--- src/rtl/bram_fifo_s9_pkg.sv ---
// rtl/bram_fifo_s9_pkg.sv - shared widths and constants for the block-RAM byte FIFO
package bram_fifo_s9_pkg;
  localparam int DEF_ADDR_W = 11;
  localparam int DEF_DATA_W = 8;
  localparam int OQ_DEPTH   = 3;
  localparam int OQ_CNT_W   = 2;
  localparam int LEVEL_W    = 12;
endpackage

--- src/rtl/bram_fifo_s9_if.sv ---
// rtl/bram_fifo_s9_if.sv - upstream/downstream ready-valid byte streams of the FIFO
interface bram_fifo_s9_if import bram_fifo_s9_pkg::*; #(
  parameter int DATA_W = DEF_DATA_W
) ();
  logic              in_valid;
  logic [DATA_W-1:0] in_data;
  logic              in_ready;
  logic              out_valid;
  logic [DATA_W-1:0] out_data;
  logic              out_ready;

  modport master (output in_valid, in_data, out_ready,
                  input  in_ready, out_valid, out_data);
  modport slave  (input  in_valid, in_data, out_ready,
                  output in_ready, out_valid, out_data);
endinterface

--- src/rtl/bram_fifo_oq.sv ---
// rtl/bram_fifo_oq.sv - 3-entry output queue absorbing RAM read data; head at mem[0]
module bram_fifo_oq import bram_fifo_s9_pkg::*; #(
  parameter int DATA_W = DEF_DATA_W
) (
  input  logic                clk,
  input  logic                rst,
  input  logic                push,
  input  logic [DATA_W-1:0]   push_data,
  input  logic                pop,
  output logic [DATA_W-1:0]   head,
  output logic [OQ_CNT_W-1:0] count
);
  logic [DATA_W-1:0]   mem [OQ_DEPTH];
  logic                pop_ok;
  logic [OQ_CNT_W-1:0] widx;

  assign pop_ok = pop & (count != '0);
  // a same-cycle pop shifts the queue, so the push lands one slot lower
  assign widx   = count - OQ_CNT_W'(pop_ok);
  assign head   = mem[0];

  always_ff @(posedge clk or posedge rst) begin
    if (rst) begin
      count <= '0;
    end else begin
      count <= count + OQ_CNT_W'(push) - OQ_CNT_W'(pop_ok);
    end
  end

  always_ff @(posedge clk) begin
    if (pop_ok) begin
      for (int i = 0; i < OQ_DEPTH - 1; i++) begin
        mem[i] <= mem[i+1];
      end
    end
    if (push && (widx < OQ_CNT_W'(OQ_DEPTH))) begin
      mem[widx] <= push_data;
    end
  end
endmodule

--- src/rtl/bram_fifo_s9.sv ---
// rtl/bram_fifo_s9.sv - byte FIFO controller over an external dual-port BRAM; BRAM_FIFO_LEVEL_EN adds the level output
module bram_fifo_s9 import bram_fifo_s9_pkg::*; #(
  parameter int ADDR_W = DEF_ADDR_W,
  parameter int DATA_W = DEF_DATA_W
) (
  input  logic              CLK,
  input  logic              reset,
  bram_fifo_s9_if.slave     s,
  output logic              ram_wea,
  output logic              ram_ena,
  output logic [ADDR_W-1:0] ram_addra,
  output logic [DATA_W-1:0] ram_dia,
  output logic              ram_web,
  output logic              ram_enb,
  output logic [ADDR_W-1:0] ram_addrb,
  output logic [DATA_W-1:0] ram_dib,
  output logic              ram_ssra,
  output logic              ram_ssrb,
  output logic              ram_dipa,
  output logic              ram_dipb,
  input  logic [DATA_W-1:0] ram_dob
`ifdef BRAM_FIFO_LEVEL_EN
  ,
  output logic [LEVEL_W-1:0] level
`endif
);
  localparam logic [ADDR_W:0] FULL = {1'b1, {ADDR_W{1'b0}}};

  logic [ADDR_W-1:0]   wptr;
  logic [ADDR_W-1:0]   rptr;
  logic [ADDR_W:0]     ram_count;
  logic                rd_pend;
  logic [OQ_CNT_W-1:0] oq_count;
  logic [2:0]          inflight;
  logic                wr;
  logic                rd_issue;
  logic [DATA_W-1:0]   oq_head;

  assign s.in_ready = (ram_count != FULL);
  assign wr         = s.in_valid & s.in_ready;
  // reads in flight plus queued bytes may never exceed the queue depth
  assign inflight   = 3'(oq_count) + 3'(rd_pend);
  assign rd_issue   = (ram_count != '0) && (inflight < 3'(OQ_DEPTH));

  assign ram_ena   = wr;
  assign ram_wea   = wr;
  assign ram_addra = wptr;
  assign ram_dia   = s.in_data;
  assign ram_enb   = rd_issue;
  assign ram_addrb = rptr;
  assign ram_web   = 1'b0;
  assign ram_dib   = '0;
  assign ram_ssra  = 1'b0;
  assign ram_ssrb  = 1'b0;
  assign ram_dipa  = 1'b0;
  assign ram_dipb  = 1'b0;

  always_ff @(posedge CLK or posedge reset) begin
    if (reset) begin
      wptr      <= '0;
      rptr      <= '0;
      ram_count <= '0;
      rd_pend   <= 1'b0;
    end else begin
      if (wr) begin
        wptr <= wptr + ADDR_W'(1);
      end
      if (rd_issue) begin
        rptr <= rptr + ADDR_W'(1);
      end
      rd_pend <= rd_issue;
      case ({wr, rd_issue})
        2'b10:   ram_count <= ram_count + (ADDR_W+1)'(1);
        2'b01:   ram_count <= ram_count - (ADDR_W+1)'(1);
        default: ram_count <= ram_count;
      endcase
    end
  end

  bram_fifo_oq #(.DATA_W(DATA_W)) u_oq (
    .clk       (CLK),
    .rst       (reset),
    .push      (rd_pend),
    .push_data (ram_dob),
    .pop       (s.out_valid & s.out_ready),
    .head      (oq_head),
    .count     (oq_count)
  );

  assign s.out_valid = (oq_count != '0);
  assign s.out_data  = oq_head;

`ifdef BRAM_FIFO_LEVEL_EN
  assign level = LEVEL_W'(ram_count) + LEVEL_W'(rd_pend) + LEVEL_W'(oq_count);
`endif
endmodule

--- src/flat_wrapper.sv ---
// flat-port wrapper written by rule: the top's interface ports become plain ports
module bram_fifo_s9_flat import bram_fifo_s9_pkg::*;
#(
  parameter int ADDR_W = DEF_ADDR_W,
  parameter int DATA_W = DEF_DATA_W
)
  (CLK, reset, ram_wea, ram_ena, ram_addra, ram_dia, ram_web, ram_enb, ram_addrb, ram_dib, ram_ssra, ram_ssrb, ram_dipa, ram_dipb, ram_dob, s_in_valid, s_in_data, s_out_ready, s_in_ready, s_out_valid, s_out_data);
  bram_fifo_s9_if #(.DATA_W(DATA_W)) s_i ();
  input  logic CLK;
  input  logic reset;
  output logic ram_wea;
  output logic ram_ena;
  output logic [ADDR_W-1:0] ram_addra;
  output logic [DATA_W-1:0] ram_dia;
  output logic ram_web;
  output logic ram_enb;
  output logic [ADDR_W-1:0] ram_addrb;
  output logic [DATA_W-1:0] ram_dib;
  output logic ram_ssra;
  output logic ram_ssrb;
  output logic ram_dipa;
  output logic ram_dipb;
  input  logic [DATA_W-1:0] ram_dob;
  input wire logic [$bits(s_i.in_valid)-1:0] s_in_valid;
  input wire logic [$bits(s_i.in_data)-1:0] s_in_data;
  input wire logic [$bits(s_i.out_ready)-1:0] s_out_ready;
  output wire logic [$bits(s_i.in_ready)-1:0] s_in_ready;
  output wire logic [$bits(s_i.out_valid)-1:0] s_out_valid;
  output wire logic [$bits(s_i.out_data)-1:0] s_out_data;
  assign s_i.in_valid = s_in_valid;
  assign s_i.in_data = s_in_data;
  assign s_i.out_ready = s_out_ready;
  assign s_in_ready = s_i.in_ready;
  assign s_out_valid = s_i.out_valid;
  assign s_out_data = s_i.out_data;
  bram_fifo_s9 #(.ADDR_W(ADDR_W), .DATA_W(DATA_W)) u_core (.CLK(CLK), .reset(reset), .s(s_i), .ram_wea(ram_wea), .ram_ena(ram_ena), .ram_addra(ram_addra), .ram_dia(ram_dia), .ram_web(ram_web), .ram_enb(ram_enb), .ram_addrb(ram_addrb), .ram_dib(ram_dib), .ram_ssra(ram_ssra), .ram_ssrb(ram_ssrb), .ram_dipa(ram_dipa), .ram_dipb(ram_dipb), .ram_dob(ram_dob));
endmodule
--- config.mk ---
export PLATFORM = sky130hd
export DESIGN_NAME = bram_fifo_s9_flat
export DESIGN_NICKNAME = d
export VERILOG_FILES = /design/src/rtl/bram_fifo_s9_pkg.sv /design/src/rtl/bram_fifo_s9_if.sv /design/src/rtl/bram_fifo_oq.sv /design/src/rtl/bram_fifo_s9.sv /design/src/flat_wrapper.sv
export SDC_FILE = /design/constraint.sdc
export NUM_CORES = 1
export LEC_CHECK = 0
export ABC_AREA = 1
export BUFFER_PORTS_ARGS = -buffer_cell sky130_fd_sc_hd__buf_2
export CELL_PAD_IN_SITES_DETAIL_PLACEMENT = 0
export CELL_PAD_IN_SITES_GLOBAL_PLACEMENT = 1
export CORE_AREA = 5 5 128 130
export DETAILED_ROUTE_END_ITERATION = 16
export DIE_AREA = 0 0 133 135
export PLACE_DENSITY_LB_ADDON = 0.2
export SLEW_MARGIN = 20
export SYNTH_ARGS = -nofsm -noshare
export SYNTH_HDL_FRONTEND = slang
export SYNTH_SLANG_ARGS = --single-unit
--- constraint.sdc ---
create_clock -name CLK -period 6.3 [get_ports CLK]
set_clock_uncertainty 0.2 [all_clocks]
set_input_delay 0.315 -clock CLK [delete_from_list [all_inputs] [get_ports CLK]]
set_output_delay 0.315 -clock CLK [all_outputs]
set_load 0.03 [all_outputs]
# == After elaboration in Yosys (flattened, before gate mapping) ==
# Memories as Yosys holds them, arrays and structs flattened.
# Cells that the tools add are included.
# classes
magnitude_cmp,2
eq_ne,3
mux,5
bitwise_logic,3
add_sub_neg,8
n_reduce_logical,5
# ops
operator,count
$pmux W12 S2,1
$add A11 B1 Y11 const B,2
$add A12 B1 Y12 const B,1
$ne A12 B12 Y1 const B,1
$reduce_bool A12 Y1,1
$sub A12 B1 Y12 const B,1
$mux W1,4
$reduce_bool A2 Y1,2
$sub A2 B1 Y2,2
$add A2 B1 Y3,1
$and A1 B1 Y1,3
$lt A3 B2 Y1 const B,1
$add A2 B1 Y2,1
$eq A2 B1 Y1 const B,1
$eq A2 B2 Y1 const B,1
$logic_and A1 B1 Y1,2
$lt A2 B2 Y1 const B,1
# totals
input_bits,20
mem_count,1
ramBits,24
word_cells,32
regBits,37
out_inout_bits,56
# memory_table
name,words,width,rd,rd_ports_with_merged_regs,write_ports,line_no,text
u_core.u_oq.mem,3,8,3,0,3,bram_fifo_oq.sv:13,logic [DATA_W-1:0] mem [OQ_DEPTH];

# == Depth between registers and ports, before layout ==
# Gate-level depths: netlist of the first run.
# depth
depth_word,8
depth_mapped,18
mapped_depth_nobuf,17

# == Modules after synthesis ==
# Synthesis of the first run repeated with hierarchy kept, for this count alone.
# hier_totals
cells_unflattened,458
area_unflattened_um2,3756.1
# by_module_without_submodules
mod,seq_area_each_um2,area_each_um2,instances,cells_each
bram_fifo_s9,875.8,2603.7,1,357
bram_fifo_oq,770.7,1152.4,1,101

# == Least setup slack after synthesis of the first run ==
# OpenSTA, ideal clock, no wires.
# synth_timing
path_type,register -> register
start,reg u_core.u_oq.count[0]
end,reg u_core.ram_count[8]
path_stages_with_launch,18
arrival_time_ns,2.858
t_required_ns,5.983
n_path_buf,1
period_less_slack_ns,3.176
path_slack_ns,3.124
setup_ns,0.117
cell_sequence,dfrtp_1 > ha_1 > ha_1 > a21oi_1 > nand2_4 > inv_4 > buf_6 > ha_1 > inv_1 > fa_1 > inv_1 > nand3_1 > nand3_1 > nand2_1 > nand3_1 > nand2_1 > nor2_1 > nor2_1
# synth_via
elab_chain_cells,5
word_cells_on_any_way,7
cone_classes,1 x add/sub; 1 x order compare; 2 x eq/ne; 1 x mux; 2 x reduce/logical
# synth_rtl
element,line_no,text
"start, declared",bram_fifo_oq.sv:11,output logic [OQ_CNT_W-1:0] count
"start signal, assigned",bram_fifo_oq.sv:26,count <= count + OQ_CNT_W'(push) - OQ_CNT_W'(pop_ok);
$add A2 B1 Y3 *,bram_fifo_s9.sv:42,assign inflight = 3'(oq_count) + 3'(rd_pend);
$lt A3 B2 Y1 *,bram_fifo_s9.sv:43,assign rd_issue = (ram_count != '0) && (inflight < 3'(OQ_DEPTH));
$logic_and A1 B1 Y1 *,bram_fifo_s9.sv:43,
net ram_enb,flat_wrapper.sv:16,output logic ram_enb;
$eq A2 B1 Y1 or $eq A2 B2 Y1 (tied branches),bram_fifo_s9.sv:72,"case ({wr, rd_issue})"
$pmux W12 S2 or $reduce_bool A2 Y1 (tied branches),--,
"end signal, assigned",bram_fifo_s9.sv:73,2'b10: ram_count <= ram_count + (ADDR_W+1)'(1);
"end signal, assigned",bram_fifo_s9.sv:74,2'b01: ram_count <= ram_count - (ADDR_W+1)'(1);
"end signal, assigned",bram_fifo_s9.sv:75,default: ram_count <= ram_count;
"end, declared",bram_fifo_s9.sv:31,logic [ADDR_W:0] ram_count;
# Mark *: on every way through the listed nets, which the timed path passes. The rest lies on a longest branch.
# A chain may end at the register's enable or synchronous reset.

# == Worst setup path after layout of the first run ==
# layout_timing
start,reg u_core.rd_pend
end,reg u_core.ram_count[8]
# layout_via
elab_chain_cells,5
word_cells_on_any_way,7
cone_classes,1 x add/sub; 1 x order compare; 2 x eq/ne; 1 x mux; 2 x reduce/logical
# layout_rtl
element,line_no,text
"start, declared",bram_fifo_s9.sv:32,logic rd_pend;
"start signal, assigned",bram_fifo_s9.sv:71,rd_pend <= rd_issue;
$add A2 B1 Y3 *,bram_fifo_s9.sv:42,
$lt A3 B2 Y1 *,bram_fifo_s9.sv:43,
$logic_and A1 B1 Y1 *,bram_fifo_s9.sv:43,
$eq A2 B1 Y1 or $eq A2 B2 Y1 (tied branches),bram_fifo_s9.sv:72,
$pmux W12 S2 or $reduce_bool A2 Y1 (tied branches),--,
# Mark *: on every way between the ends. The rest lies on a longest branch, timed or not.

==> results of run 1 <==
-- final cells by class --
| cell class | instances | area [um2] |
|---|---|---|
| Timing Repair Buffer | 56 | 328 |
| Fill cell | 1603 | 10600 |
| Tap cell | 188 | 235 |
| Sequential cell | 61 | 1650 |
| Clock buffer | 9 | 225 |
| Clock inverter | 7 | 90.1 |
| Inverter | 60 | 228 |
| Multi-Input combinational cell | 306 | 1650 |
-- power groups by stage --
stage,Sequential (mW),Combinational [mW],Clock (mW)
after floorplan,0.873,1.05,0
after global placement,0.772,1.47,0
after detailed placement,0.775,1.47,0
after CTS,0.770,1.48,0.542
after global routing,0.793,1.65,0.559
final,0.766,1.45,0.530
-- stage by stage --
| step | cells | hold WS, ns | power (mW) |
|---|---|---|---|
| 4_1_cts | 687 | 0.188 | 2.79 |
| 6_report | 687 | 0.184 | 2.74 |
| 5_1_grt | 687 | 0.240 | 3.00 |
| 3_3_place_gp | 662 | 0.286 | 2.24 |
| 3_5_place_dp | 662 | 0.284 | 2.24 |
| 2_1_floorplan | 455 | 0.214 | 1.92 |
-- path summary, 6_finish.rpt --
check	end
max	u_core.ram_count[8]$_DFFE_PP0P_
min	u_core.ram_addra[3]$_DFFE_PP0P_
max reg2reg	u_core.ram_count[8]$_DFFE_PP0P_
min reg2reg	u_core.ram_count[6]$_DFFE_PP0P_
max in group asynchronous	u_core.ram_count[6]$_DFFE_PP0P_
min in group asynchronous	u_core.ram_addra[5]$_DFFE_PP0P_
-- critical path, delay by kind of cell, from the launching register on --
| kind | cells | cell delay, ns |
|---|---|---|
| fa+ha+maj | 4 | 1.44 |
| simple gates | 8 | 0.71 |
| flops | 1 | 0.42 |
| buf+inv | 3 | 0.41 |
| compound gates | 1 | 0.22 |
-- placed cells by master, fill, tap and decap left out, drive strengths merged --
cell and count:
nor4 1, fa 1, nand2 135, bufinv 2, or2 1, dlygate4sd3 9, nor3 5, buf 47
nand3 24, nor4b 1, inv 60, clkbuf 9, dfrtp 37, clkinv 4, ha 18, o22ai 3
nand4 6, edfxtp 24, clkinvlp 1, o21ai 36, a21oi 7, a21boi 1, xor2 17, nor2 29
xnor2 8, conb 13
-- metal layers --
| metal | vias to the layer above | share of wire, % | wire length, um |
|---|---|---|---|
| li1 | 1480 | - | - |
| met1 | 1261 | 51 | 4270 |
| met3 | 11 | 4.4 | 370 |
| met2 | 43 | 43 | 3640 |
| met4 | 0 | 1.8 | 152 |
| met5 | - | 0 | 0 |
-- flip-flops by register name, indices dropped and copies added, names as in the netlist --
signal and count:
u_core.u_oq.count 2, u_core.ram_addra 11, u_core.ram_addrb 11, u_core.ram_count 12, u_core.rd_pend 1, u_core.u_oq.mem 24
-- kinds of logic (layout without fill, tap and decap cells) --
family,Yosys count,count (layout),share of synthesized area [%]
simple gates,202,202,23.5
buf+inv,88,132,11.9
flops,61,61,44.6
compound gates,47,47,7.35
xor+xnor,25,25,5.93
fa+ha+maj,19,19,6.64
other cells,1,13,0.102
-- what timing repair did --
item	CTS	global route
buffers inserted	0	0
hold buffers	9	0
endpoints found under the setup margin	0	0
hold endpoints to repair	45	0
==> results.cfg, run 1 <==
[pwr]
switching_share_pct = 47.1
share_comb_of_total_power_pct = 52.8
p_clk_share_pct = 19.3
ir_drop_v = 0.000162
power_switching_mw = 1.29
p_leak_nw = 2.11
powerDensity_nw_per_um2 = 623
seqPwrFrac_pct = 27.9
internal_power_mw = 1.45

[final_layout]
drive_gt1_share_pct = 16.2
fin_util_pct = 29.3
final_cell_area_um2 = 4400
nets = 533
syn_to_final_growth_pct = 19.3
diodes = 0

[sta]
tightest_slew_ns = 0.731
slew_violations = 0
final.period_utilization_pct = 55.7
fin_crit_ns = 3.51
maxSlewHeadroom_pct = 51.1
rsz0062_at_grt = false
setup_slack_ns = 2.79
setup_viol = 0
setup_tns_ns = 0
timing.fmax_mhz = 285
hold_viol = 0

[place]
placed_area_um2 = 4000
preCtsSetupSlack_ns = 2.77
hpwl_um = 6240
gp_congestion = 0.750
place.port_buffers = 46

[clocking]
h-tree-depth = 3
cts_tree = built
clockBufferDepth = 2
cts_sinks = 61
cts_root_buf = clkbuf_16
insertion_delay_ns = 0.33
cts_inserted_buffers = 9
ctsResizeCount = 0
clk_pin_slew_ns = 0.06

[floorplan]
num_rows = 45
initial_core_util_pct = 24.6
ios = 76
die-area_um2 = 18000
die_x_um = 133
fp.coreArea_um2 = 15000
die_h_um = 135

[worst_setup_path]
max_stage_delay_ns = 0.56
r2r-start = u_core.rd_pend$_DFF_PP0_
reg2reg_depth = 16
crit_path_top_delay_cell = ha_1
path_cells = ha_1 -> ha_1 -> a21oi_1 -> nand2_4 -> inv_4 -> ha_1 -> inv_1 -> fa_1 -> inv_1 -> nand3_1 -> nand3_1 -> nand2_1 -> nand3_1 -> nand2_1 -> nor2_1 -> nor2_1
crit_type = flip-flop to flip-flop
critPathArrivalTime_ns = 3.53
crit_fanout = 18
startpoint = u_core.rd_pend$_DFF_PP0_
critPathLaunchType = flip-flop
reg2reg_slack_ns = 2.79
cp-end-kind = flip-flop
required_ns = 6.32

[synthesis]
yosysTopAreaCellShare_pct = 25.1
netlist_area_um2 = 3690
synth_seq_cells = 61
synth_common_cells = nand2_1 (132), inv_1 (58), dfrtp_1 (37)
avgSynthCellArea_um2 = 8.33
yosys.area.top_type = dfrtp_1
synth_edf_count = 24
synthCells = 443
synth.area.top_cells = dfrtp_1 (25%), edfxtp_1 (20%), nand2_1 (13%), ha_1 (6.1%), inv_1 (5.9%)
async_flop_share_pct = 60.7
synth_most_common_cell = nand2_1
synth_warnings = 0
yosysUniqueCellTypes = 33
yosysSeqAreaShare_pct = 44.6
synth_ff_type = dfrtp_1

[run_status]
status = completed

[min_path]
hold_path_class = input pin to flip-flop
holdPathStages = 4
hp-start = s_in_valid

[routing]
ant_nets = 0
drc_errors = 0
viasPerCell = 4.07
first_pass_iters = 4
finalWirelength_um = 8430
wl_per_cell_um = 12.3
via_count = 2795
first_iter_violations = 133

[global_route]
grt_max_degree = 38
grt.busiest_layer = met2
grt_usage_pct = 9.67
use_met1_pct = 12.9
grt_use_met3_pct = 2.46
grt_first_pass_wirelength_um = 14000
grt_pass1_vias = 2769
grt_remaining_overflow = 0
grtUsageMet2_pct = 14.6
antenna_found_initial = 0

[job]
max_cap_viol_count = 0
Note: power is estimated with default switching activity, not from simulation.
==> run 2: changes to the inputs <==
clock period = 3 ns   (was 6.3 ns; I/O delays follow)
==> run 2 against run 1 <==
Register-to-register slack worse by 2.6 ns. Cell count is 1.5% higher. First-iteration DRC count is 16% lower. Critical path type unchanged. Critical endpoint is now u_core.ram_count[11]$_DFFE_PP0P_. Largest cell class unchanged. Largest power group unchanged.
==> results.cfg, run 2 (synthesized netlist as in run 1, its figures left out) <==
[sta]
setup_slack_ns = 0.210
setup_tns_ns = 0
timing.fmax_mhz = 358
setup_viol = 0
tightest_slew_ns = 0.704
fin_crit_ns = 2.79
slew_violations = 0
maxSlewHeadroom_pct = 52.8
final.period_utilization_pct = 93.0
hold_viol = 0

[clocking]
insertion_delay_ns = 0.34
clockBufferDepth = 2
cts_root_buf = clkbuf_16
cts_sinks = 61
h-tree-depth = 3
cts_tree = built
cts_inserted_buffers = 9
clk_pin_slew_ns = 0.05

[final_layout]
drive_gt1_share_pct = 19.1
layout.cells.most_common = nand2_1
largest_registers = u_core.u_oq.mem: 24 flops, u_core.ram_count: 12 flops
layout_common_cells = nand2_1 (132), inv_1 (58), buf_2 (46)
diodes = 0
largest_register = u_core.u_oq.mem
nets = 543
fin_util_pct = 30.0
syn_to_final_growth_pct = 22.0
stdcell_count = 697
largest_reg_flops = 24

[worst_setup_path]
critPathLaunchType = flip-flop
required_ns = 3.02
crit_type = flip-flop to flip-flop
reg2reg_to = u_core.ram_count[11]$_DFFE_PP0P_
path_cells = ha_1 -> ha_1 -> a21oi_2 -> nand2_4 -> inv_4 -> ha_4 -> buf_12 -> ha_1 -> nand2_1 -> inv_1 -> nand2_1 -> nand2_1 -> nand2_1 -> nand4_1 -> nand3_1 -> nand2_1
path_depth = 16
crit_path_top_delay_cell = dfrtp_1
r2r-start = u_core.rd_pend$_DFF_PP0_
critPathArrivalTime_ns = 2.81
critPathMostFrequentCell = nand2_1
critical_path.top_delay_family = adder cells
reg2reg_slack_ns = 0.21
path_buf_inv = 3
crit_fanout = 9
reg2reg_depth = 16
max_stage_delay_ns = 0.41
cp-end-kind = flip-flop

[routing]
met3_wirelength_um = 384
route.top_layer_used = met4
m1WireLength_um = 4070
wl_per_cell_um = 12.3
finalWirelength_um = 8570
ant_nets = 0
via_count = 2902
first_iter_violations = 112
dr_wl_met2_um = 3950
drc_errors = 0
first_pass_iters = 4
viasPerCell = 4.16

[global_route]
grt_usage_pct = 9.85
grt_max_degree = 34
grt_remaining_overflow = 0
antenna_found_initial = 0
grt_pass1_vias = 2800
grt_first_pass_wirelength_um = 14000

[job]
max_cap_viol_count = 0

[place]
hpwl_um = 6360
gp_congestion = 0.763
preCtsSetupSlack_ns = 0.0854
place.port_buffers = 46
place_inst = 671

[pwr]
ir_drop_v = 0.000356
p_leak_nw = 2.16
powerDensity_nw_per_um2 = 1320
power.total_mw = 5.94

[floorplan]
ios = 76
die_h_um = 135
fp.coreArea_um2 = 15000
die-area_um2 = 18000
die_x_um = 133
initial_core_util_pct = 24.6
num_rows = 45

[run_status]
status = completed

[min_path]
hold_path_class = input pin to async pin
[run 2: cell types whose count changed in the layout (fill, tap and decap cells not counted), moves of 2 or more]
cell,previous run,this run
buf_4,1,10
a21oi_1,7,4
nand3_2,1,3
ha_1,18,16
a21oi_2,0,3
nand3_1,23,21
[run 2: metal layers]
| metal | global-route usage, % | vias up |
|---|---|---|
| li1 | - | 1504 |
| met1 | 12.4 | 1331 |
| met2 | 15.4 | 55 |
| met3 | 2.76 | 12 |
| met4 | 5.02 | 0 |
| met5 | 0 | - |
[run 2: worst min-delay path, cell delays in order]
cell           delay [ns]
dlygate4sd3_1        0.53
buf_2                0.12
inv_1                0.16
[run 2: timing repair]
item,in CTS,in global routing
gates resized for setup,0,8
buffers inserted,0,1
hold buffers,9,0
endpoints found under the setup margin,0,7
hold endpoints to repair,50,0
[run 2: how the worst max path moves through the flow]
stage	slack [ns]	endpoint	from
global placement	0.11	u_core.ram_count[8]$_DFFE_PP0P_	u_core.rd_pend$_DFF_PP0_
finish	0.21	u_core.ram_count[11]$_DFFE_PP0P_	u_core.rd_pend$_DFF_PP0_
CTS	0.07	u_core.ram_count[8]$_DFFE_PP0P_	u_core.rd_pend$_DFF_PP0_
global route	-0.008	u_core.ram_count[9]$_DFFE_PP0P_	u_core.rd_pend$_DFF_PP0_
floorplan	0.03	u_core.ram_count[8]$_DFFE_PP0P_	u_core.u_oq.count[0]$_DFF_PP0_
detailed placement	0.09	u_core.ram_count[8]$_DFFE_PP0P_	u_core.rd_pend$_DFF_PP0_
[run 2: where the power goes]
group	leakage [nW]	switching [mW]	internal, mW	total [mW]
combinational	1.32	2.15	1.18	3.33
clock	0.137	0.385	0.634	1.02
sequential	0.698	0.250	1.34	1.59
[run 2: final cells by class]
cell class / count / area, um2
Clock buffer: 10 / 229
Inverter: 60 / 228
Fill cell: 1608 / 10500
Clock inverter: 6 / 55.1
Tap cell: 188 / 235
Multi-Input combinational cell: 306 / 1700
Timing Repair Buffer: 66 / 415
Sequential cell: 61 / 1650
[run 2: metrics by stage]
stage,hold slack (ns),instance area [um2]
final,0.0635,4500
after global routing,0.100,4500
after CTS,0.0772,4470
after detailed placement,-0.129,4090
after global placement,-0.127,4090
after floorplan,0.0489,3750
